--- src/rtl/pipe_hazard_ctrl_pkg.sv ---
// rtl/pipe_hazard_ctrl_pkg.sv - shared stage indices and bus FSM encodings
package pipe_hazard_ctrl_pkg;

  // Pipeline stage indices into the stall vector
  localparam int STG_IF  = 0;
  localparam int STG_ID  = 1;
  localparam int STG_EX  = 2;
  localparam int STG_MEM = 3;
  localparam int STG_WB  = 4;

  typedef logic [1:0] bus_state_t;

  // Instruction bus FSM; the generic request FSM uses these encodings
  localparam bus_state_t I_IDLE    = 2'd0;
  localparam bus_state_t I_REQ     = 2'd1;
  localparam bus_state_t I_WAIT    = 2'd2;
  localparam bus_state_t I_DISCARD = 2'd3;

  // Data bus FSM; shares values with the I_* states it mirrors
  localparam bus_state_t D_IDLE    = 2'd0;
  localparam bus_state_t D_REQ     = 2'd1;
  localparam bus_state_t D_WAIT    = 2'd2;

endpackage

--- src/rtl/pipe_hazard_ctrl_sram_req_fsm.sv ---
// rtl/pipe_hazard_ctrl_sram_req_fsm.sv - generic req/addr_ok/data_ok bus FSM with discard state
module sram_req_fsm
  import pipe_hazard_ctrl_pkg::*;
(
  input  logic       clk,
  input  logic       rst,
  input  logic       start,
  input  logic       abort,
  input  logic       addr_ok,
  input  logic       data_ok,
  output logic       req,
  output bus_state_t state
);

  bus_state_t state_q, state_d;

  // Next state: abort turns an outstanding response into one that is dropped
  always_comb begin
    state_d = state_q;
    case (state_q)
      I_IDLE:    if (start) state_d = I_REQ;
      I_REQ:     if (addr_ok) state_d = abort ? I_DISCARD : I_WAIT;
      I_WAIT: begin
        if (data_ok)    state_d = I_IDLE;
        else if (abort) state_d = I_DISCARD;
      end
      I_DISCARD: if (data_ok) state_d = I_IDLE;
      default:   state_d = I_IDLE;
    endcase
  end

  // State register; reset returns to idle mid-transaction
  always_ff @(posedge clk or negedge rst) begin
    if (!rst) state_q <= I_IDLE;
    else      state_q <= state_d;
  end

  // Request is asserted only while the address is being offered
  always_comb begin
    req   = (state_q == I_REQ);
    state = state_q;
  end

endmodule

--- src/rtl/pipe_hazard_ctrl.sv ---
// rtl/pipe_hazard_ctrl.sv - pipeline stall/flush controller with bus and divider tracking
module pipe_hazard_ctrl
  import pipe_hazard_ctrl_pkg::*;
#(
  parameter int NSTAGE = 5
) (
  input  logic              clk,
  input  logic              rst,
  input  logic              id_load_use,
  input  logic              ex_div_start,
  input  logic              div_done,
  input  logic              mem_req,
  input  logic              exc_valid,
  input  logic              inst_addr_ok,
  input  logic              inst_data_ok,
  input  logic              data_addr_ok,
  input  logic              data_data_ok,
  output logic              inst_req,
  output logic              data_req,
  output logic              inst_buf_we,
  output logic              inst_sel_buf,
  output logic              div_cancel,
  output logic [NSTAGE-1:0] stall,
  output logic              flush
);

  logic              div_busy_q, div_busy_d;
  logic              buf_valid_q, buf_valid_d;
  bus_state_t        i_state, d_state;
  logic              i_req, d_req, i_start, d_start;
  logic              i_data_hit, d_data_hit, buf_we;
  logic              req_if, req_id, req_ex, req_mem;
  logic [NSTAGE-1:0] req_vec, stall_int;
  logic              any_req;

  sram_req_fsm u_inst_fsm (
    .clk     (clk),
    .rst     (rst),
    .start   (i_start),
    .abort   (exc_valid),
    .addr_ok (inst_addr_ok),
    .data_ok (inst_data_ok),
    .req     (i_req),
    .state   (i_state)
  );

  // Data accesses always run to completion, so the discard path is tied off
  sram_req_fsm u_data_fsm (
    .clk     (clk),
    .rst     (rst),
    .start   (d_start),
    .abort   (1'b0),
    .addr_ok (data_addr_ok),
    .data_ok (data_data_ok),
    .req     (d_req),
    .state   (d_state)
  );

  // Per-stage stall requests; IF waits unless an instruction arrives or is buffered
  always_comb begin
    i_data_hit = (i_state == I_WAIT) && inst_data_ok;
    d_data_hit = (d_state == D_WAIT) && data_data_ok;
    req_mem    = mem_req && !d_data_hit;
    req_ex     = ex_div_start || (div_busy_q && !div_done);
    req_id     = id_load_use;
    req_if     = (i_state == I_DISCARD) || (!i_data_hit && !buf_valid_q);
  end

  // Highest requesting stage stalls itself and everything upstream; flush wins
  always_comb begin
    req_vec          = '0;
    req_vec[STG_IF]  = req_if;
    req_vec[STG_ID]  = req_id;
    req_vec[STG_EX]  = req_ex;
    req_vec[STG_MEM] = req_mem;
    req_vec[STG_WB]  = 1'b0;
    any_req          = 1'b0;
    stall_int        = '0;
    for (int i = NSTAGE - 1; i >= 0; i--) begin
      any_req      = any_req | req_vec[i];
      stall_int[i] = any_req & ~exc_valid;
    end
  end

  // Bus starts, holding-buffer and divider tracking next state
  always_comb begin
    i_start     = !stall_int[STG_ID] && !buf_valid_q;
    d_start     = mem_req && !exc_valid;
    buf_we      = i_data_hit && stall_int[STG_ID];
    buf_valid_d = buf_valid_q;
    if (buf_we)                               buf_valid_d = 1'b1;
    else if (exc_valid || !stall_int[STG_ID]) buf_valid_d = 1'b0;
    div_busy_d = div_busy_q;
    if (exc_valid)         div_busy_d = 1'b0;
    else if (ex_div_start) div_busy_d = 1'b1;
    else if (div_done)     div_busy_d = 1'b0;
  end

  // Divider-busy and holding-buffer-valid registers
  always_ff @(posedge clk or negedge rst) begin
    if (!rst) begin
      div_busy_q  <= 1'b0;
      buf_valid_q <= 1'b0;
    end else begin
      div_busy_q  <= div_busy_d;
      buf_valid_q <= buf_valid_d;
    end
  end

  // Outputs held low during reset, where IF would otherwise request a stall
  always_comb begin
    inst_req     = rst & i_req;
    data_req     = rst & d_req;
    inst_buf_we  = rst & buf_we;
    inst_sel_buf = rst & buf_valid_q;
    div_cancel   = rst & exc_valid & div_busy_q;
    stall        = rst ? stall_int : '0;
    flush        = rst & exc_valid;
  end

endmodule

--- config.mk ---
export PLATFORM = sky130hd
export DESIGN_NAME = pipe_hazard_ctrl
export DESIGN_NICKNAME = d
export VERILOG_FILES = /design/src/rtl/pipe_hazard_ctrl_pkg.sv /design/src/rtl/pipe_hazard_ctrl_sram_req_fsm.sv /design/src/rtl/pipe_hazard_ctrl.sv
export SDC_FILE = /design/constraint.sdc
export NUM_CORES = 1
export LEC_CHECK = 0
export CORE_AREA = 5 5 42 44
export DETAILED_ROUTE_END_ITERATION = 12
export DIE_AREA = 0 0 47 49
export GPL_TIMING_DRIVEN = 0
export HOLD_SLACK_MARGIN = 0.03
export PLACE_DENSITY = 0.67
export REMOVE_ABC_BUFFERS = 1
export SLEW_MARGIN = 20
export SYNTH_ARGS = -nofsm -noshare
export SYNTH_HDL_FRONTEND = slang
export SYNTH_SLANG_ARGS = --single-unit
--- constraint.sdc ---
create_clock -name clk -period 1.6 [get_ports clk]
set_input_delay 0.24 -clock clk [delete_from_list [all_inputs] [get_ports clk]]
set_output_delay 0.24 -clock clk [all_outputs]
set_load 0.01 [all_outputs]
# After elaboration in Yosys (flattened, before gate mapping)
# Cells that the tools add are included.
# word_totals
ff_bits,6
out_inout_bits,11
# op_classes
n_mux,17
n_bitwise,14
n_reduce_logical,24
n_eq_ne,13
# ops
cell,count
$mux 2,8
$and 1x1->1,10
$ne 2x2->1 const B,5
$eq 2x2->1 const B,4
$logic_and 1x1->1,8
$pmux 2 s4,1
$logic_not 1->1,6
$mux 1,6
$pmux 2 s3,1
$eq 2x1->1 const B,2
$logic_not 2->1,2
$mux 4,1
$reduce_and 4->1,1
$logic_or 1x1->1,3
$ne 3x3->1 const B,1
$or 1x1->1,3
$reduce_and 3->1,1
$reduce_bool 3->1,1
$ne 2x1->1 const B,1
$reduce_bool 2->1,1
$reduce_or 2->1,1
$not 1->1,1

# Depth between registers and ports, before layout
# Gate-level depths: netlist (run 1).
# logic_depth
word_depth,11
ltp_mapped,4
mapped_depth_nobuf,3

# Cells and area by module
# A second synthesis (run 1) with hierarchy kept.
# unflattened
cells_unflattened,48
area_unflattened_um2,444.2
# modules_own_cells
module,seq_area_each_um2,n_inst,cells_each,area_each_um2
pipe_hazard_ctrl,50.0,1,28,236.5
sram_req_fsm,50.0,2,10,103.8

# Worst setup path before layout (run 1)
# OpenSTA, ideal clock, no wires.
# synth_path
path_type,reg-to-output
start,register u_data_fsm.state_q[0] (netlist: u_data_fsm.state[0])
end,output port stall[0]
slack_ns,0.200
stages_incl_launch_ff,4
t_arrival_ns,1.160
path_cell_list,dfrtp_1 nand3b_4 a2111oi_4 a21oi_1
# synth_between
elab_chain_cells,9
# synth_lines
element,line,text
start: declaration,pipe_hazard_ctrl_sram_req_fsm.sv:15,"bus_state_t state_q, state_d;"
start signal: assignment,pipe_hazard_ctrl_sram_req_fsm.sv:35,else state_q <= state_d;
$eq 2x2->1,pipe_hazard_ctrl.sv:62,d_data_hit = (d_state == D_WAIT) && data_data_ok;
$logic_and 1x1->1,pipe_hazard_ctrl.sv:62,
$logic_not 1->1,pipe_hazard_ctrl.sv:63,req_mem = mem_req && !d_data_hit;
$logic_and 1x1->1,pipe_hazard_ctrl.sv:63,
$or 1x1->1 (3 in a row),pipe_hazard_ctrl.sv:80,any_req = any_req | req_vec[i];
$and 1x1->1,pipe_hazard_ctrl.sv:81,stall_int[i] = any_req & ~exc_valid;
$mux 4,pipe_hazard_ctrl.sv:117,stall = rst ? stall_int : '0;
end: declaration,pipe_hazard_ctrl.sv:23,"output logic [NSTAGE-1:0] stall,"
# No other way between the ends.

# Worst setup path after layout (run 1)
# Same ends and word-level chain as after synthesis.

==> results of run 1 <==
==> cells in the mapped netlist, drive strengths merged, types with 2 or more instances <==
cell type / count / area share [%]
and3: 2 / 2.9
and3b: 2 / 4.3
nand2: 4 / 3.5
inv: 2 / 1.7
nor2: 5 / 4.3
dfrtp: 6 / 35
and2: 2 / 2.9
o21ai: 3 / 3.5
a21oi: 5 / 5.8
clkbuf: 2 / 1.7
==> final timing paths <==
path	from	endpoint	slack, ps	cells after the start
max in group asynchronous	rst	u_data_fsm.state[1]	740	2
min in group asynchronous	rst	buf_valid_q	610	2
worst min-delay path	data_data_ok	u_data_fsm.state[1]	420	2
worst min register to register	u_data_fsm.state[1]	u_data_fsm.state[1]	540	1
worst max-delay path	u_data_fsm.state[0]	stall[0]	-160	5
worst max register to register	u_data_fsm.state[0]	u_inst_fsm.state[0]	90	6
==> worst register-to-register path, stage by stage (launching register included) <==
cell and delay, ps:
dfrtp_1 380, nand3b_4 170, a2111oi_4 370, buf_4 190, buf_4 100, buf_4 100
o311a_1 150
==> cell type report <==
cell class | count | share of cell area, %
multi-input cells | 38 | 38.0
well taps | 16 | 2.77
flip-flops and latches | 6 | 21.1
clock buffers | 3 | 3.12
inverters | 2 | 1.04
repair buffers | 29 | 34.0
==> what timing repair did <==
action / CTS / global route
endpoints found under the hold margin: 6 / 0
setup buffers: 4 / 4
endpoints found under the setup margin: 10 / 6
pin swaps: 3 / 2
resized for setup: 29 / 8
hold buffers: 1 / 0
==> cells by family (layout without fill, tap and decap cells) <==
logic type	count (synthesis)	count (layout)	share of synthesized area, %
simple gates	23	23	33.3
compound gates	13	13	23.5
flops	6	6	34.8
buf+inv	5	34	5.22
other cells	1	1	0.869
mux	1	1	2.32
==> stage by stage <==
step                      hold WS, ps  power (mW)  std cells
final                             422       0.714         94
after CTS                         417       0.691         90
after global placement            570       0.523         82
after floorplan                 -55.6       0.413         46
after detailed placement          572       0.530         82
after global routing              437       0.766         94
==> power by group <==
part	internal (mW)	leakage (nW)	total (mW)	switching (mW)
logic	0.171	0.262	0.301	0.130
clock network	0.0851	0.0138	0.143	0.0577
registers	0.203	0.0743	0.269	0.0665
==> sequential cells by signal (all words and copies together), names as in the netlist <==
register          cells
u_inst_fsm.state      2
div_busy_q            1
buf_valid_q           1
u_data_fsm.state      2
==> routing by layer <==
layer  global-route usage [%]  routed length [um]  vias to the layer above
met5                        0                   0                        -
met3                     2.58                  91                        3
met2                     18.1                 574                       19
met4                     4.15                  21                        0
met1                     14.3                 500                      210
li1                         -                   -                      230
==> flow_summary.toml, run 1 <==
[outcome]
status = "finished, violations left"
violations = "setup timing"

[grt]
grt_first_pass_wirelength_mm = 1.95
grt_max_degree = 10
gr-total-overflow = 0
antenna_found_initial = 0
track_usage_pct = 11.3
grt_pass1_vias = 481

[synth]
ys_seq_area_share_pct = 34.8
ys_ff_latch = 6
syn_area_sq_um = 432
synthFlopType = "dfrtp_1"
yosys_warnings = 0
synthArstFlopShare_pct = 100
synthCells = 49
syn_area_per_cell_sq_um = 8.81
synth_edf_count = 0
post_synth_num_cell_types = 28

[timing]
fin_crit_sh_pct = 110
setup_ws_ps = -163
setup_violations = 3
finalMaxSlewViolations = 0
fin_worst_skew_ps = 2.72
setup_tns_ps = -454
timing.fmax_mhz = 567
hold_viol_final = 0
rsz0062_at_grt = "yes"
period_needed_ps = 1760

[setup_path]
worstPathMaxFanout = 3
path_class = "register to primary output"
crit_slowest_cell = "dfrtp_1"
critPathMaxStageDelay_ps = 380
critPathBufInv = 2
path_cells = "nand3b_4, a2111oi_4, buf_4, a21oi_2, buf_2"
worstPathRequired_ps = 1360
cp.arrival_ps = 1520
end_kind = "primary output"
cp-start-kind = "register"
crit_family = "compound AO/OA/AOI/OAI gates"

[layout]
design_area_sq_um = 722
multi_input_area_sq_um = 274
fillCellCount = 147
layout-drive-gt1-share_pct = 37.2
seqCellArea_sq_um = 153
layout_common_cells = "8 x clkdlybuf4s50_1, 8 x buf_4"
fin_util_pct = 51.5
area_growth_pct = 67.2
final_nets = 91
n_antenna_cell = 0

[clock_tree]
cts_root_buf = "clkbuf_4"
clk_path_buf_depth = 2
clk_pin_slew_ps = 40
cts_tree = "done"
ctsHtreeMaxLevel = 1
cts_buffers = 3
clock-sinks = 6
clk_latency_ps = 250

[floorplanning]
num_rows = 14
die_w_um = 47
die-area_sq_um = 2300
initial_core_util_pct = 30.8
die_h_um = 49
io_pins = 22
core-area_sq_um = 1400

[min_path]
worstHoldPathType = "input port to register"

[routing]
via_per_inst = 4.91
num_vias = 462
drtIter0Drc = 2
wl_mm = 1.19
post_drt_wl_per_cell_um = 12.6
drtAntennaViolNets = 0
post-route-drc-count = 0
drt_pass1_iterations = 2

[flow_run]
cap_violations = 0

[power]
leakage_nw = 0.350
power_density_nw_per_um2 = 988
peakVddDrop_mv = 0.471

[place]
place_congestion = 0.739
hpwl_um = 778
pre_cts_slack_ps = -783
portBuffers = 20
placed_area_sq_um = 637
Note: power is estimated with default switching activity, not from simulation.
==> run 2, diff against run 1 <==
Settings changed: PLACE_DENSITY 0.67 to 0.7.
==> run 2 against run 1 <==
Compared with the run above: the flow still finishes with violations (setup timing); register-to-register slack got worse by 30 ps; via count fell by 1.3%; clock skew rose by 0.74 ps; combinational power fell by 6%; utilization fell by 0.89 points; largest power group unchanged; highest routed layer is now met3.
==> flow_summary.toml, run 2 (synthesis results as in run 1) <==
[routing]
wl_met2_um = 645
post_drt_wl_per_cell_um = 13.1
drt_pass1_iterations = 2
post-route-drc-count = 0
wl_mm = 1.21
m1WireLength_um = 489
drtIter0Drc = 4
via_per_inst = 4.96
num_vias = 456
wl_met3_um = 73
top_layer = "met3"
drtAntennaViolNets = 0

[floorplanning]
io_pins = 22
num_rows = 14
core-area_sq_um = 1400
die-area_sq_um = 2300
die_w_um = 47
die_h_um = 49
initial_core_util_pct = 30.8

[power]
switchingPower_uw = 251
clkPwrFrac_pct = 20.2
intPower_uw = 442
peakVddDrop_mv = 0.487
pwr-share-seq_pct = 38.8
p_sw_share_pct = 36.2
combPwrFrac_pct = 41.0
leakage_nw = 0.349
power_density_nw_per_um2 = 977

[setup_path]
end_kind = "primary output"
path_class = "register to primary output"
worstPathRequired_ps = 1360
r2r_end = "u_inst_fsm.state[0]"
r2r_start = "u_data_fsm.state[0]"
worstPathMaxFanout = 3
crit_path_start = "u_data_fsm.state[0]"
cp.arrival_ps = 1500
reg2reg_depth = 7
reg2reg_slack_ps = 60
crit_slowest_cell = "dfrtp_1"
cp-start-kind = "register"
path_cells = "nand3b_4, a2111oi_4, buf_4, a21oi_2, buf_2"
critPathMaxStageDelay_ps = 370

[min_path]
whs_endpoint = "div_busy_q"
hp-start = "exc_valid"
worstHoldPathType = "input port to register"
min_path_cells = 2

[timing]
setup_ws_ps = -138
fin_worst_skew_ps = 3.46
rsz0062_at_grt = "yes"
finalMaxSlewViolations = 0
setup_violations = 2
timing.fmax_mhz = 575
hold_viol_final = 0
period_needed_ps = 1740
fin_crit_sh_pct = 109

[outcome]
status = "finished, violations left"
violations = "setup timing"

[flow_run]
cap_violations = 0

[clock_tree]
cts_buffers = 3
ctsHtreeMaxLevel = 1
cts_root_buf = "clkbuf_4"
clk_latency_ps = 240
clk_path_buf_depth = 2
clk_pin_slew_ps = 50
cts_tree = "done"
clock-sinks = 6

[grt]
track_usage_pct = 11.7
grt_pass1_vias = 479
grt_max_degree = 10
grt_first_pass_wirelength_mm = 2.03
antenna_found_initial = 0
gr-total-overflow = 0

[place]
pre_cts_slack_ps = -778
post-place-cells = 82
place_congestion = 0.667
hpwl_um = 822
portBuffers = 20

[layout]
multi_input_area_sq_um = 277
seqCellArea_sq_um = 151
layout_commonest_cell = "clkdlybuf4s50_1"
area_growth_pct = 64.3
n_antenna_cell = 0
final_nets = 89
layout_common_cells = "8 x clkdlybuf4s50_1, 7 x dlygate4sd2_1, 5 x nor2_1, 5 x dfrtp_1, 5 x buf_4"
instances_no_fill = 92
fillCellCount = 142
layout-drive-gt1-share_pct = 31.6
fin_util_pct = 50.6
run 2: cell count changes in the layout (fill, tap and decap cells not counted), sizes merged:
cell,previous run,this run
clkbuf,5,4
buf,11,9
dlymetal6s2s,1,0
dlygate4sd2,3,7
clkdlybuf4s15,3,1
run 2: worst max-delay path, delay by kind of cell, from the launching register on:
family	cells	cell delay [ps]
AOI/OAI and AO/OA	2	390
buffers and inverters	2	320
DFF	1	370
and+or+nand+nor	1	170
run 2: worst max-delay path by stage:
stage / depth (start not counted) / end / slack (ps)
2_1_floorplan: 3 / stall[0] / 200
3_3_place_gp: 4 / inst_buf_we / -740
3_5_place_dp: 4 / inst_buf_we / -780
4_1_cts: 5 / stall[0] / -150
5_1_grt: 5 / stall[0] / -220
6_report: 5 / stall[0] / -140
run 2: routing by layer:
metal	vias up	track usage (%)
li1	229	-
met1	212	13.6
met2	15	20.4
met3	0	2.95
met4	0	2.76
met5	-	0
run 2: metrics by stage:
step	power [mW]	instance area [sq um]	hold WS [ps]	setup TNS (ps)
floorplan	0.413	417	-55.6	0
global route	0.759	709	307	-499
CTS	0.687	696	412	-322
global placement	0.522	637	566	-4940
detailed placement	0.529	637	569	-4960
finish	0.693	709	287	-271
run 2: area by class of cell:
cell class / instances / area share (%)
inverters: 2 / 1.06
clock buffers: 3 / 3.17
flip-flops and latches: 6 / 21.3
well taps: 16 / 2.82
repair buffers: 27 / 32.6
multi-input cells: 38 / 39.0
run 2: timing repair:
action	in CTS	in global routing
resized for setup	28	4
endpoints found under the setup margin	10	5
endpoints found under the hold margin	6	0
setup buffers	5	1
hold buffers	1	0
pin swaps	3	4
run 2: power by group through the flow:
stage	Combinational [mW]	Sequential [mW]	Clock (mW)
6_report	0.284	0.269	0.140
5_1_grt	0.317	0.279	0.162
4_1_cts	0.277	0.264	0.145
3_5_place_dp	0.259	0.270	0
3_3_place_gp	0.255	0.267	0
2_1_floorplan	0.158	0.256	0
==> run 3, diff against run 2 <==
Settings changed: GPL_TIMING_DRIVEN 0 to 1.
==> run 3 against run 2 <==
Compared with the run above: the flow still finishes with violations (setup timing); clock power is 8% higher; sequential share of layout area is 2.1 points lower; via count is 7.5% higher; fmax is 0.40% lower; utilization is 5.2 points higher; final cell count is 12% higher; hold slack worse by 240 ps; clock skew is 2.3 ps lower; first-iteration DRC count is 75% higher; sequential power is 9.3% lower; critical path depth stayed put; die area stayed put; largest power group unchanged.
==> flow_summary.toml, run 3 (synthesis results as in run 1) <==
[outcome]
status = "finished, violations left"
violations = "setup timing"

[floorplanning]
io_pins = 22
num_rows = 14
initial_core_util_pct = 30.8
die-area_sq_um = 2300
die_w_um = 47
core-area_sq_um = 1400
die_h_um = 49

[layout]
layout-drive-gt1-share_pct = 37.9
n_antenna_cell = 0
final_nets = 100
layout_common_cells = "16 x buf_4, 7 x clkdlybuf4s50_1, 7 x dlygate4sd2_1, 6 x dfrtp_1"
area_growth_pct = 81.2
layout_commonest_cell = "buf_4"

[setup_path]
cp.arrival_ps = 1510
worst-path-stages = 5
r2r_start = "u_data_fsm.state[0]"
cp-endpoint = "inst_buf_we"
worstPathMaxFanout = 3
end_kind = "primary output"
reg2reg_slack_ps = 150
crit_slowest_cell = "clkdlybuf4s50_1"
cp-start-kind = "input port"
path_class = "input port to primary output"
crit_path_start = "mem_req"
crit_family = "buffers and inverters"
critPathMaxStageDelay_ps = 490
worstPathRequired_ps = 1360
path_cells = "clkdlybuf4s50_1, a2111oi_4, buf_4, nor4_2, buf_2"
r2r_end = "u_inst_fsm.state[0]"
critPathBufInv = 3
reg2reg_depth = 6

[clock_tree]
cts_buffers = 3
clock-sinks = 6
cts_tree = "done"
cts_root_buf = "clkbuf_4"
clk_pin_slew_ps = 50
clk_path_buf_depth = 2
clk_latency_ps = 250
ctsHtreeMaxLevel = 1

[routing]
post-route-drc-count = 0
num_vias = 490
drt_pass1_iterations = 4
drtAntennaViolNets = 0
drtIter0Drc = 7
post_drt_wl_per_cell_um = 12.2
wl_mm = 1.25
via_per_inst = 4.76

[timing]
timing.hold.ws_ps = 44.8
finalMaxSlewViolations = 0
period_needed_ps = 1750
fin_worst_skew_ps = 1.13
rsz0062_at_grt = "yes"
timing.fmax_mhz = 573
setup_violations = 3
fin_crit_sh_pct = 109
setup_ws_ps = -145
hold_viol_final = 0

[min_path]
worstHoldPathType = "input port to asynchronous set/reset pin"

[grt]
grt_pass1_vias = 500
antenna_found_initial = 0
grt_first_pass_wirelength_mm = 2.03
track_usage_pct = 12.2
grt_max_degree = 10
gr-total-overflow = 0

[power]
leakage_nw = 0.411
power_density_nw_per_um2 = 955
p_total_uw = 747
peakVddDrop_mv = 0.512

[place]
hpwl_um = 881
place_congestion = 0.739
portBuffers = 20

[flow_run]
cap_violations = 0
-- run 3: changes by cell type in the layout (fill, tap and decap cells not counted), sizes merged --
cell,before,now
buf,9,21
clkdlybuf4s15,1,0
clkdlybuf4s50,8,7
dlymetal6s2s,0,1
-- run 3: cell type report --
type,instances,area [sq um]
repair buffers,38,310
multi-input cells,38,272
inverters,2,7.51
clock buffers,3,22.5
well taps,16,20.0
flip-flops and latches,6,150
fillers,136,619
-- run 3: stage by stage --
stage          setup TNS, ps  setup WS (ps)  cell area, sq um  instances  utilization [%]
2_1_floorplan              0            200               417         46                -
3_3_place_gp           -3440           -535               712         92             50.8
3_5_place_dp           -3450           -543               712         92             50.8
4_1_cts                 -377           -130               766        100             54.6
5_1_grt                 -610           -208               782        103             55.8
6_report                -409           -145               782        103             55.8
-- run 3: worst min path at each step --
stage	to	slack [ps]	depth (start not counted)
global route	div_busy_q	50	3
CTS	u_data_fsm.state[1]	300	2
floorplan	buf_valid_q	-60	0
detailed placement	u_data_fsm.state[0]	590	2
finish	u_data_fsm.state[0]	40	3
global placement	u_data_fsm.state[0]	590	2
-- run 3: tightest hold or removal path: cells and delay by family --
kind                   cells  cell delay, ps
buffers and inverters      3             380
-- run 3: metal layers --
metal  up-vias  global-route usage [%]  share of wire (%)  wire length, um
li1        249                       -                  -                -
met1       218                    13.9                 43              534
met2        20                    19.5                 49              614
met3         3                    2.21                5.8               73
met4         0                    8.29                2.4               30
met5         -                       0                  0                0
-- run 3: repair_timing --
| item | in CTS | in global routing |
|---|---|---|
| pin swaps | 2 | 2 |
| hold buffers | 0 | 1 |
| setup buffers | 5 | 2 |
| endpoints found under the hold margin | 0 | 1 |
| endpoints found under the setup margin | 10 | 5 |
| gates resized for setup | 29 | 3 |
| gates cloned | 0 | 0 |
-- run 3: report_power, final --
part           internal [mW]  switching [mW]
Clock                 0.0856          0.0654
Combinational          0.196           0.156
Sequential             0.199          0.0453
==> variant 1: new RTL, flow settings as in run 3 <==
Make the reset (`rst`) synchronous in 2 clocked blocks.
--- a/src/rtl/pipe_hazard_ctrl_sram_req_fsm.sv
+++ b/src/rtl/pipe_hazard_ctrl_sram_req_fsm.sv
@@ -30,7 +30,7 @@
   end
 
   // State register; reset returns to idle mid-transaction
-  always_ff @(posedge clk or negedge rst) begin
+  always_ff @(posedge clk) begin
     if (!rst) state_q <= I_IDLE;
     else      state_q <= state_d;
   end
--- a/src/rtl/pipe_hazard_ctrl.sv
+++ b/src/rtl/pipe_hazard_ctrl.sv
@@ -97,7 +97,7 @@
   end
 
   // Divider-busy and holding-buffer-valid registers
-  always_ff @(posedge clk or negedge rst) begin
+  always_ff @(posedge clk) begin
     if (!rst) begin
       div_busy_q  <= 1'b0;
       buf_valid_q <= 1'b0;
Behaviour: no difference found for any inputs over 10 cycles, from zero or initial values and one cycle with rst low; that may be too few to reach the edited logic, so the function may still have changed.
==> variant 1 against run 3 <==
- clock skew barely moved
- wire length fell by 5.3%
- design area fell by 5.4%
- area after synthesis fell by 4.9%
- worst setup slack improved by 0.083 ns
- sequential cell count did not move
- sequential share of layout area fell by 2.8 points
- the flow still finishes with violations (setup timing)
Power is not compared: it rests on default switching activity, and its combinational part moved more than twofold at a synthesized area within 25%.
==> variant 1: results (changes against run 3) <==
global routing met3 resource utilization: 5.17% (+3.0 points)
crit path launch type: register
Non-clk bufs: 35 (-7.9%)
outcome: complete, but fails checks
top cells by area, synth: dfxtp_1, a2111oi_4, nor2_1, a21oi_1, nand3b_4
Post-synth top cells: nor2_1, dfxtp_1, a21oi_1, nand2_1
setup tns final: -0.157 ns (+0.252 ns)
non-clk buf share: 37.4% (-2.3 points)
dpl hpwl: 881 um (about the same)
M1 GR Usage: 12.0% (-1.9 points)
dpl ws: -0.541 ns (+0.00222 ns)
Post-DP Area: 702 um^2 (-1.4%)
Hold Path Class: input pin to register
# setup viols final: 3 (unchanged)
Synth async-reset ratio: 0% (-100 points)
failing checks: setup timing
Fillers: 155 (+14%)
Critical Path Source: u_data_fsm.state[0]$_SDFFE_PN0P_
mux share of post-synthesis cell area: 2.44% (+0.12 points)
r2r setup slk: 0.27 ns (+0.12 ns)
GPL Wtd Cong: 0.774 (+4.8%)
clk_skew: 0.00122 ns (+0.0000905 ns)
sequential cell count: 6 (unchanged)
Reg2Reg Depth: 5 (-1)
critical path arrival: 1.42 ns (-0.09 ns)
Unique masters post-synth: 27 (-3.6%)
DR iter-0 viols: 8 (+1)
final hold slack: 0.591 ns (+0.546 ns)
syn avg cell area: 8.21 um^2 (-6.8%)
Setup WS post-layout: -0.0619 ns (+0.0832 ns)
Net count, final: 99 (-1.0%)
[variant 1: repair_timing]
action	in CTS	in global routing
setup endpoints to repair	10	8
resized for setup	29	8
setup buffers	3	1
pin swaps	2	0
[variant 1: kinds of logic after synthesis]
logic type / after synthesis
AND/OR/NAND/NOR: 28
AO/OA/AOI/OAI: 11
flip-flops: 6
buffers and inverters: 3
multiplexers: 1
other: 1
[variant 1: worst max-delay path, stage by stage, from the launching register on]
cell and delay [ns]:
dfxtp_2 0.32, nand3b_4 0.16, a2111oi_4 0.35, buf_4 0.17, nor4_2 0.03, buf_2 0.15
[variant 1: report_power, final]
| part | internal [mW] | leakage, nW | total (mW) | switching [mW] |
|---|---|---|---|---|
| combinational | 0.0704 | 0.286 | 0.122 | 0.0512 |
| clock | 0.0851 | 0.0138 | 0.144 | 0.0584 |
| sequential | 0.158 | 0.0495 | 0.169 | 0.0107 |
[variant 1: metal layers]
metal  routed length, um  vias up
met1                 485      222
met5                   0        -
met2                 576       15
li1                    -      249
met3                 112        2
met4                  12        0
==> variant 2: new RTL, settings of run 3 <==
Made on the original files. Change the parameter `NSTAGE` from 5 to 6.
--- a/src/rtl/pipe_hazard_ctrl.sv
+++ b/src/rtl/pipe_hazard_ctrl.sv
@@ -2,7 +2,7 @@
 module pipe_hazard_ctrl
   import pipe_hazard_ctrl_pkg::*;
 #(
-  parameter int NSTAGE = 5
+  parameter int NSTAGE = 6
 ) (
   input  logic              clk,
   input  logic              rst,
Ports: changed (resized stall); port bits go from 22 to 23. The function was not compared with the original's and may differ.
==> variant 2 against run 3 <==
- the run still ends with setup timing left
- sequential cell count did not move
- wire length is 4.9% higher
- design area grew 1.8%
- worst setup slack gained 0.027 ns
- area after synthesis increased by 1.7%
- count of clock-buffer cells in the layout unchanged
- final cell count rose by 2.9%
- power is 0.16% lower
- hold slack gained 0.10 ns
- fmax rose by 1.5%
- sequential power grew 2%
- register-to-register slack lost 0.02 ns
- global-route usage rose by 0.12 points
- critical path type is now register to output port
- highest routed layer unchanged
==> variant 2: results (changes against run 3) <==
outcome: complete, but fails checks
failing checks: setup timing
via count: 507 (+3.5%)
clk_skew: 0.00156 ns (+0.000425 ns)
r2r setup slk: 0.13 ns (-0.02 ns)
Fillers: 145 (+6.6%)
GPL Wtd Cong: 0.727 (-1.6%)
dpl hpwl: 897 um (+1.8%)
M2 GR Usage: 19.5% (unchanged)
mux share of post-synthesis cell area: 2.28% (-0.040 points)
sequential fraction of the synthesis area: 34.2% (-0.59 points)
vias in the first global route: 490 (-2.0%)
worst r2r dst: u_inst_fsm.state[0]$_DFFE_PN0P_
global routing met3 resource utilization: 2.21% (unchanged)
share of post-route cells with drive strength above 1: 37.8% (-0.15 points)
xor/xnor cell area share of the yosys netlist: 0% (unchanged)
GR Util All Layers: 12.3% (+0.12 points)
Setup WS post-layout: -0.119 ns (+0.0265 ns)
Root Buffer Master: clkbuf_4
WL/cell: 12.4 um (+2.0%)
r2r startpoint: div_busy_q$_DFFE_PN0P_
# setup viols final: 3 (unchanged)
largest net degree at the start of global routing: 12 (+2)
DR iter-0 viols: 6 (-1)
Leakage: 0.423 nW (+2.9%)
critical path arrival: 1.48 ns (-0.03 ns)
Net count, final: 103 (+3.0%)
top cells by area, synth: dfrtp_1, a2111oi_4, a21oi_1, nand3b_4, nor2_1
Compound-Gate Fraction of Synth Area: 23.1% (-0.40 points)
first-pass GRT wire length: 2110 um (+4.1%)
M1 GR Usage: 15.7% (+1.7 points)
Peak VDD IR: 574 uV (+12%)
Syn. warnings: 0 (unchanged)
1st-pass router iterations: 3 (-1)
internal power: 0.479 mW (-0.26%)
variant 2: cell types whose count changed in the layout (fill, tap and decap cells not counted):
cell / change
nor2_1: +1
buf_4: +1
nor2_2: -1
buf_2: +1
conb_1: +1
variant 2: cell type report:
| type | instances | area (um^2) | area share [%] |
|---|---|---|---|
| flip-flops and latches | 6 | 150 | 18.9 |
| multi-input cells | 39 | 273 | 34.3 |
| well taps | 16 | 20.0 | 2.52 |
| clock buffers | 3 | 22.5 | 2.83 |
| inverters | 2 | 7.51 | 0.943 |
| repair buffers | 40 | 323 | 40.6 |
variant 2: power groups by stage:
stage	logic, mW	clock network, mW	registers (mW)
after floorplan	0.159	0	0.256
after global placement	0.337	0	0.244
after detailed placement	0.343	0	0.246
after CTS	0.341	0.149	0.246
after global routing	0.392	0.164	0.259
final	0.352	0.145	0.248
variant 2: worst max path at each step:
stage	startpoint	end	slack, ns	cells past startpoint
6_report	div_busy_q$_DFFE_PN0P_	inst_buf_we	-0.12	5
5_1_grt	u_data_fsm.state[0]$_DFFE_PN0P_	inst_buf_we	-0.20	5
4_1_cts	div_busy_q$_DFFE_PN0P_	inst_buf_we	-0.12	5
3_5_place_dp	data_data_ok	stall[0]	-0.55	5
3_3_place_gp	data_data_ok	stall[0]	-0.54	5
2_1_floorplan	u_data_fsm.state[0]$_DFFE_PN0P_	stall[0]	0.20	3
variant 2: repair_timing:
action,4_1_cts,5_1_grt
endpoints found under the hold margin,0,2
resized for setup,29,2
cloned,0,1
pin swaps,2,0
setup endpoints to repair,10,8
hold buffers,0,1
buffers inserted,6,3
variant 2: cells by family (layout without fill, tap and decap cells):
family	count (synthesis)	in the layout
simple gates	23	23
mux	1	1
compound gates	13	13
buf+inv	6	45
other cells	1	2
flops	6	6
variant 2: layer usage:
| layer | up-vias | routed length (um) | part of all wire (%) |
|---|---|---|---|
| met5 | - | 0 | 0 |
| met4 | 0 | 19 | 1.4 |
| met3 | 2 | 95 | 7.2 |
| li1 | 253 | - | - |
| met1 | 235 | 509 | 39 |
| met2 | 17 | 691 | 53 |
variant 2: worst max-delay path, cell delays in order, from the launching register on:
cell and delay [ns]:
dfrtp_1 0.37, and2b_4 0.17, a2111oi_4 0.34, buf_4 0.18, nor4_2 0.03, buf_2 0.14
variant 2: metrics by stage:
| stage | instances | utilization, % | total power, mW | TNS, ns | hold slack (ns) |
|---|---|---|---|---|---|
| 3_3_place_gp | 92 | 50.5 | 0.581 | -3.44 | 0.585 |
| 3_5_place_dp | 92 | 50.5 | 0.589 | -3.51 | 0.590 |
| 4_1_cts | 101 | 54.3 | 0.736 | -0.359 | 0.314 |
| 5_1_grt | 106 | 56.8 | 0.814 | -0.599 | 0.186 |
| 6_report | 106 | 56.8 | 0.746 | -0.344 | 0.148 |
| 2_1_floorplan | 47 | - | 0.414 | 0 | -0.0556 |
